### config.mk
export PLATFORM = sky130hd
export DESIGN_NAME = mux_scan
export DESIGN_NICKNAME = d
export VERILOG_FILES = /design/src/rtl/mux_scan.sv
export SDC_FILE = /design/constraint.sdc
export NUM_CORES = 1
export LEC_CHECK = 0
export CORE_MARGIN = 1.5
export CORE_UTILIZATION = 62
export DETAILED_ROUTE_END_ITERATION = 10
export DONT_BUFFER_PORTS = 1
export GPL_ROUTABILITY_DRIVEN = 1
export MAX_ROUTING_LAYER = met4
export PLACE_DENSITY = 0.81
export SYNTH_ARGS = -nofsm -noshare
export SYNTH_HDL_FRONTEND = slang
export SYNTH_SLANG_ARGS = --single-unit
### constraint.sdc
create_clock -name clk -period 3 [get_ports clk]
set_input_delay 0.3 -clock clk [delete_from_list [all_inputs] [get_ports clk]]
set_output_delay 0.3 -clock clk [all_outputs]
set_load 0.01 [all_outputs]
### src/rtl/mux_scan.sv
// mux_scan: registered N-channel, W-bit selector with direct, scan, hold
// and single-step modes. The selected channel index and its data are
// registered together, so out and cur_ch always change on the same edge.
module mux_scan #(
    parameter int unsigned CH      = 4,
    parameter int unsigned W       = 2,
    parameter int unsigned SELW    = 2,
    parameter int unsigned DWELL   = 50000000,
    parameter int unsigned DWELL_W = 26
) (
    input  logic              clk,
    input  logic              rst,
    input  logic [CH*W-1:0]   data_in,
    input  logic [SELW-1:0]   sel_in,
    input  logic [1:0]        mode,
    input  logic              step,
    output logic [W-1:0]      out,
    output logic [SELW-1:0]   cur_ch,
    output logic              chg,
    output logic              err
);

    typedef enum logic [1:0] {
        MODE_DIRECT = 2'b00,
        MODE_SCAN   = 2'b01,
        MODE_HOLD   = 2'b10,
        MODE_STEP   = 2'b11
    } mode_e;

    // Extra bit so a power-of-two CH is still representable in the compare.
    localparam logic [SELW:0]      CH_L     = (SELW+1)'(CH);
    localparam logic [SELW-1:0]    LAST_CH  = SELW'(CH - 1);
    localparam logic [DWELL_W-1:0] CNT_LAST = DWELL_W'(DWELL - 1);

    logic [W-1:0]       r_out;
    logic [SELW-1:0]    r_cur_ch;
    logic               r_chg;
    logic               r_err;
    logic [DWELL_W-1:0] r_cnt;
    logic               r_step_q;
    logic               r_in_scan;

    mode_e              w_mode;
    logic               w_sel_ok;
    logic [SELW-1:0]    w_adv;
    logic [SELW-1:0]    w_nxt;
    logic               w_err;
    logic [DWELL_W-1:0] w_cnt;
    logic               w_upd;
    logic [W-1:0]       w_sel_data;

    assign w_mode   = mode_e'(mode);
    assign w_sel_ok = ({1'b0, sel_in} < CH_L);
    // Wrap by compare so CH need not be a power of two.
    assign w_adv    = (r_cur_ch == LAST_CH) ? '0 : r_cur_ch + SELW'(1);

    // Next channel, error flag and dwell count for the mode sampled this cycle.
    always_comb begin
        w_nxt = r_cur_ch;
        w_err = r_err;
        w_cnt = '0;
        w_upd = 1'b1;
        case (w_mode)
            MODE_DIRECT: begin
                if (w_sel_ok) begin
                    w_nxt = sel_in;
                    w_err = 1'b0;
                end else begin
                    w_err = 1'b1;
                end
            end
            MODE_SCAN: begin
                w_err = 1'b0;
                if (!r_in_scan) begin
                    w_cnt = '0;
                end else if (r_cnt == CNT_LAST) begin
                    w_nxt = w_adv;
                    w_cnt = '0;
                end else begin
                    w_cnt = r_cnt + DWELL_W'(1);
                end
            end
            MODE_HOLD: begin
                w_upd = 1'b0;
            end
            MODE_STEP: begin
                w_err = 1'b0;
                if (step && !r_step_q) begin
                    w_nxt = w_adv;
                end
            end
            default: begin
                w_upd = 1'b1;
            end
        endcase
    end

    // Route the next channel's data so it lands on the same edge as its index.
    always_comb begin
        w_sel_data = '0;
        for (int unsigned k = 0; k < CH; k++) begin
            if (w_nxt == SELW'(k)) begin
                w_sel_data = data_in[k*W +: W];
            end
        end
    end

    // State and registered outputs; hold mode freezes channel and data only.
    always_ff @(posedge clk) begin
        if (rst) begin
            r_out     <= '0;
            r_cur_ch  <= '0;
            r_chg     <= 1'b0;
            r_err     <= 1'b0;
            r_cnt     <= '0;
            r_step_q  <= 1'b1;
            r_in_scan <= 1'b0;
        end else begin
            r_step_q  <= step;
            r_in_scan <= (w_mode == MODE_SCAN);
            r_cnt     <= w_cnt;
            r_err     <= w_err;
            r_chg     <= (w_nxt != r_cur_ch);
            if (w_upd) begin
                r_cur_ch <= w_nxt;
                r_out    <= w_sel_data;
            end
        end
    end

    assign out    = r_out;
    assign cur_ch = r_cur_ch;
    assign chg    = r_chg;
    assign err    = r_err;

endmodule

* Yosys cells after proc, flatten, opt, wreduce, memory -nomap -nowiden
Cells that the tools add are included.
** Word-level totals
- Bits in registers :: 33
- Input port bits :: 15
- Output and inout port bits :: 6
- Word-level logic and storage cells :: 33
** Operators by class
- $add $sub $neg :: 2
- Eq/ne operators :: 9
- Muxes and demuxes :: 9
- Bitwise gates (word level) :: 2
- Reductions and logical operators :: 5
** Operators with widths (count)
- 26-bit by 1-bit adder with 26-bit output, second input constant :: 1
- 26-bit equality test, second input constant :: 1
- 2-bit 2-to-1 mux :: 8
- 2-bit equality test, second input constant :: 5
- 2-bit case mux with 3 select lines :: 1
- 2-bit by 1-bit equality test with 1-bit output, second input constant :: 2
- 2-bit logical NOT :: 2
- 4-bit OR reduction :: 1
- 2-bit by 1-bit adder with 2-bit output, second input constant :: 1
- 2-bit != test :: 1
- 1-bit inverter :: 2
- 1-bit logical AND :: 1
- 1-bit logical NOT :: 1

* Logic depth before layout (Yosys ltp)
- Word-level depth :: 10
- Depth in mapped cells :: 8
- Mapped depth without buffers :: 8

* Worst setup path after synthesis
OpenSTA, ideal clock, no wires.
- Path kind :: register -> register
- Start point :: register r_cur_ch[1] (netlist: cur_ch[1])
- End point :: register r_out[0] (netlist: out[0])
- Setup time :: 122 ps
- Data arrival time :: 2414 ps
- Required time :: 2878 ps
- Path slack :: 463 ps
- Cell stages (with the launch flop) :: 8
- Path buffers :: 0
- Clock period less this slack :: 2537 ps
- Path through :: dfxtp_1 ha_1 or3b_1 o211ai_2 a211oi_1 o32ai_2 mux2_2 a311o_1
** Between the ends
- Cells in the longest elaborated chain, start to end :: 10
- Elaborated cells between the ends (all ways) :: 15
- Classes of those cells :: 1 x add/sub; 4 x eq/ne; 9 x mux; 1 x reduce/logical
** RTL lines
- from (decl) :: line 36 : logic [SELW-1:0] r_cur_ch;
- from (signal assigned) :: line 125 : r_cur_ch <= w_nxt;
- 2-bit by 1-bit adder with 2-bit output / 2-bit equality test (equally long branches) :: line 55 : assign w_adv = (r_cur_ch == LAST_CH) ? '0 : r_cur_ch + SELW'(1);
- 2-bit 2-to-1 mux :: line 55
- 2-bit 2-to-1 mux :: line 76 : end else if (r_cnt == CNT_LAST) begin
- 2-bit 2-to-1 mux :: line 74 : if (!r_in_scan) begin
- 2-bit case mux with 3 select lines (*) :: line 63 : case (w_mode)
- 2-bit logical NOT :: line 102 : if (w_nxt == SELW'(k)) begin
- 2-bit 2-to-1 mux (3 in a row) :: line 102
- 2-bit 2-to-1 mux (*) :: line 102
- to (signal assigned) :: line 126 : r_out <= w_sel_data;
- to (decl) :: line 35 : logic [W-1:0] r_out;
Every way passes the cells marked *; elsewhere a longest branch is shown, timed or not.
A chain may end at the register's enable or synchronous reset.

* Final worst setup path
Ends and elaborated chain as after synthesis.

==> results.ini <==
[grt]
grt_overflow=0
grt_pass1_wl_mm=5.82
grt.total_usage_pct=23.9
grt_pass1_vias=1306
grt_max_degree=17
number_of_antenna_violations_at_the_first_check_in_global_routing=0

[timing]
fin_worst_skew_ns=0.00716
final_max_slew_viol_count=0
report.final.hold_viol_count=0
tightestPinTransition_ns=0.518
rsz0062_at_grt=no
slew_headroom_pct=65.1
fin_worst_hold_slack_ns=0.00999
final.setup.tns_ns=0
layout_worst_path_cycle_share_pct=88.0
setup_viol=0
maxClockFrequency_mhz=379
tmin_final_ns=2.64

[synthesis]
post_synthesis_sequential_area_ratio_pct=38.2
synth_edf_count=0
synth_cell_type_count=49
synth_async_sr_flop_share_pct=0
post_synth_instance_area_mm2=0.00173
synthesis.instances=195
synth_flop_cell=sky130_fd_sc_hd__dfxtp_1
synth.yosys.warnings=0
postSynthAreaPerCell_um2=8.86
synthesis.nets=212
yosys_register_bits=33

[die]
x_dimension_of_the_die_um=55.8
num_io_pins=21
dieArea_mm2=0.00311
row_count=18
initial_core_util_pct=67.3
die_y_um=55.8
placeableCoreArea_mm2=0.00257

[clock_tree]
clk_root_buffer_cell=sky130_fd_sc_hd__clkbuf_4
cts.reportedPaths.clkPinSlew_ns=0.11
holdBufCountCts=0
cts_htree_levels=2
cts-root-to-sink-buffers=2
cts_resized=0
clk_latency_ns=0.34
cts.sink_count=33
post-cts-setup-buffer-count=0
cts_tree=yes
cts_inserted_buffers=5

[worst_setup_path]
critPathKind=reg2reg
kind_of_end_point_of_the_critical_path=register
critPathMaxFanout=7
worst_ep_arrival_time_ns=2.87
critical_path_launch_point_type=register
worst_ep_required_time_ns=3.23
reg2reg_setup_slack_ns=0.36

[routing]
detail_route.vias_per_cell=6.22
postRouteAntennaNets=0
detail_route.wl_per_cell_um=14.6
dr_total_vias=1424
route.detailed.drc=0
dr.pass1.iters=4
drt_iter0_markers=65
totalWireLength_mm=3.34

[placed_design]
place.gp.congestion=0.860
port_buffers=0
hpwlAfterDp_mm=2.43

[outcome]
run_status=completed

[flow_run]
cap_violations=0

[layout]
post_route_cells_drive_above_1_share_pct=14.6
antenna-diode-count=0
layout-area-overhead-vs-synth_pct=5.72
fin_nets=215

[power_and_ir_drop]
power_density_mw_per_mm2=474
worst_ir_drop_vdd_uv=550
leakage_uw=0.000617

[hold_path]
min_path_type=in2reg

## logic make-up after synthesis
logic type      synth area share (%)
mux                             3.62
other cells                    0.217
buf+inv                         3.55
compound gates                  10.6
simple gates                    31.6
xor+xnor                        10.6
flops                           38.2
fa+ha+maj                       1.45
## flip-flops by register name, summed over array words and instances, names as in the netlist
register / cells
chg: 1
r_cnt: 26
cur_ch: 2
r_in_scan: 1
r_step_q: 1
out: 2
## metrics by stage
stage / utilization [%] / total power, uW / instance area, um2 / cells / worst slack (ns)
6_report: 71.2 / 865 / 1830 / 229 / 0.360
5_1_grt: 71.2 / 895 / 1830 / 229 / 0.210
4_1_cts: 71.2 / 866 / 1830 / 229 / 0.367
3_5_place_dp: 67.8 / 522 / 1740 / 221 / 0.391
3_3_place_gp: 67.8 / 518 / 1740 / 221 / 0.513
2_1_floorplan: - / 517 / 1730 / 195 / 0.463
## metal layers
metal  vias to the layer above  share of wire [%]  GRT usage [%]
met5                         -                  0              -
met4                         0                2.5           9.76
met3                        11                5.1           6.74
met2                        32                 48           37.1
met1                       675                 44           29.4
li1                        706                  -              -
## cell type report
type | instances | area [um2]
flip-flops and latches | 33 | 661
clock inverters | 1 | 30.0
fillers | 196 | 741
inverters | 4 | 15.0
clock buffers | 7 | 55.1
multi-input cells | 151 | 1010
repair buffers | 3 | 22.5
well taps | 30 | 37.5
## report_power, final
part	total, uW	switching, uW	internal, uW
clock	352	153	199
combinational	55.8	28.3	27.5
sequential	457	11.1	446
## worst paths after layout
path,from,end,depth (start not counted)
worst max register to register,cur_ch[1]$_SDFFE_PP0P_,out[0]$_SDFFE_PP0P_,9
worst min register to register,r_cnt[0]$_SDFF_PP0_,r_cnt[0]$_SDFF_PP0_,1
worst max-delay path,cur_ch[1]$_SDFFE_PP0P_,out[0]$_SDFFE_PP0P_,9
worst min-delay path,rst,chg$_SDFF_PP0_,1
## critical path, cell delays in order (launching register included)
cell and delay (ns):
sky130_fd_sc_hd__dfxtp_1 0.53, sky130_fd_sc_hd__ha_1 0.33, sky130_fd_sc_hd__or3b_1 0.38, sky130_fd_sc_hd__o211ai_2 0.09
sky130_fd_sc_hd__a211oi_1 0.10, sky130_fd_sc_hd__o32ai_2 0.32, sky130_fd_sc_hd__buf_4 0.20, sky130_fd_sc_hd__mux2i_1 0.19
sky130_fd_sc_hd__nor4_1 0.06, sky130_fd_sc_hd__a311o_1 0.33
## layout by cell type, fill, tap and decap left out, types with 2 or more instances in the layout
cell type and instances:
sky130_fd_sc_hd__a21oi_1 6, sky130_fd_sc_hd__a31oi_1 3, sky130_fd_sc_hd__and3_1 4, sky130_fd_sc_hd__and4_1 3, sky130_fd_sc_hd__buf_4 3, sky130_fd_sc_hd__clkbuf_4 5, sky130_fd_sc_hd__dfxtp_1 33, sky130_fd_sc_hd__ha_1 2
sky130_fd_sc_hd__inv_1 4, sky130_fd_sc_hd__mux2_2 2, sky130_fd_sc_hd__mux2i_1 4, sky130_fd_sc_hd__nand2_1 12, sky130_fd_sc_hd__nand3_1 8, sky130_fd_sc_hd__nand3_2 2, sky130_fd_sc_hd__nand4_1 9, sky130_fd_sc_hd__nor2_1 33
sky130_fd_sc_hd__nor2b_1 2, sky130_fd_sc_hd__nor3_1 2, sky130_fd_sc_hd__nor3_2 2, sky130_fd_sc_hd__nor3b_1 2, sky130_fd_sc_hd__nor4_1 2, sky130_fd_sc_hd__o21ai_0 5, sky130_fd_sc_hd__or3_1 4, sky130_fd_sc_hd__or4_4 2
sky130_fd_sc_hd__xnor2_1 7, sky130_fd_sc_hd__xor2_1 14
## synth_stat cells, types with 4 or more instances
library cell	instances	area share (%)
sky130_fd_sc_hd__nand4_1	9	3.3
sky130_fd_sc_hd__mux2i_1	4	2.3
sky130_fd_sc_hd__nand3_1	8	2.3
sky130_fd_sc_hd__and3_1	4	1.4
sky130_fd_sc_hd__a21oi_1	6	1.7
sky130_fd_sc_hd__xnor2_1	7	3.5
sky130_fd_sc_hd__dfxtp_1	33	38
sky130_fd_sc_hd__nor2_1	33	7.2
sky130_fd_sc_hd__o21ai_0	5	1.4
sky130_fd_sc_hd__xor2_1	14	7.1
sky130_fd_sc_hd__or3_1	4	1.4
sky130_fd_sc_hd__nand2_1	12	2.6
sky130_fd_sc_hd__inv_1	4	0.87
Power figures use the tool's default switching activity.
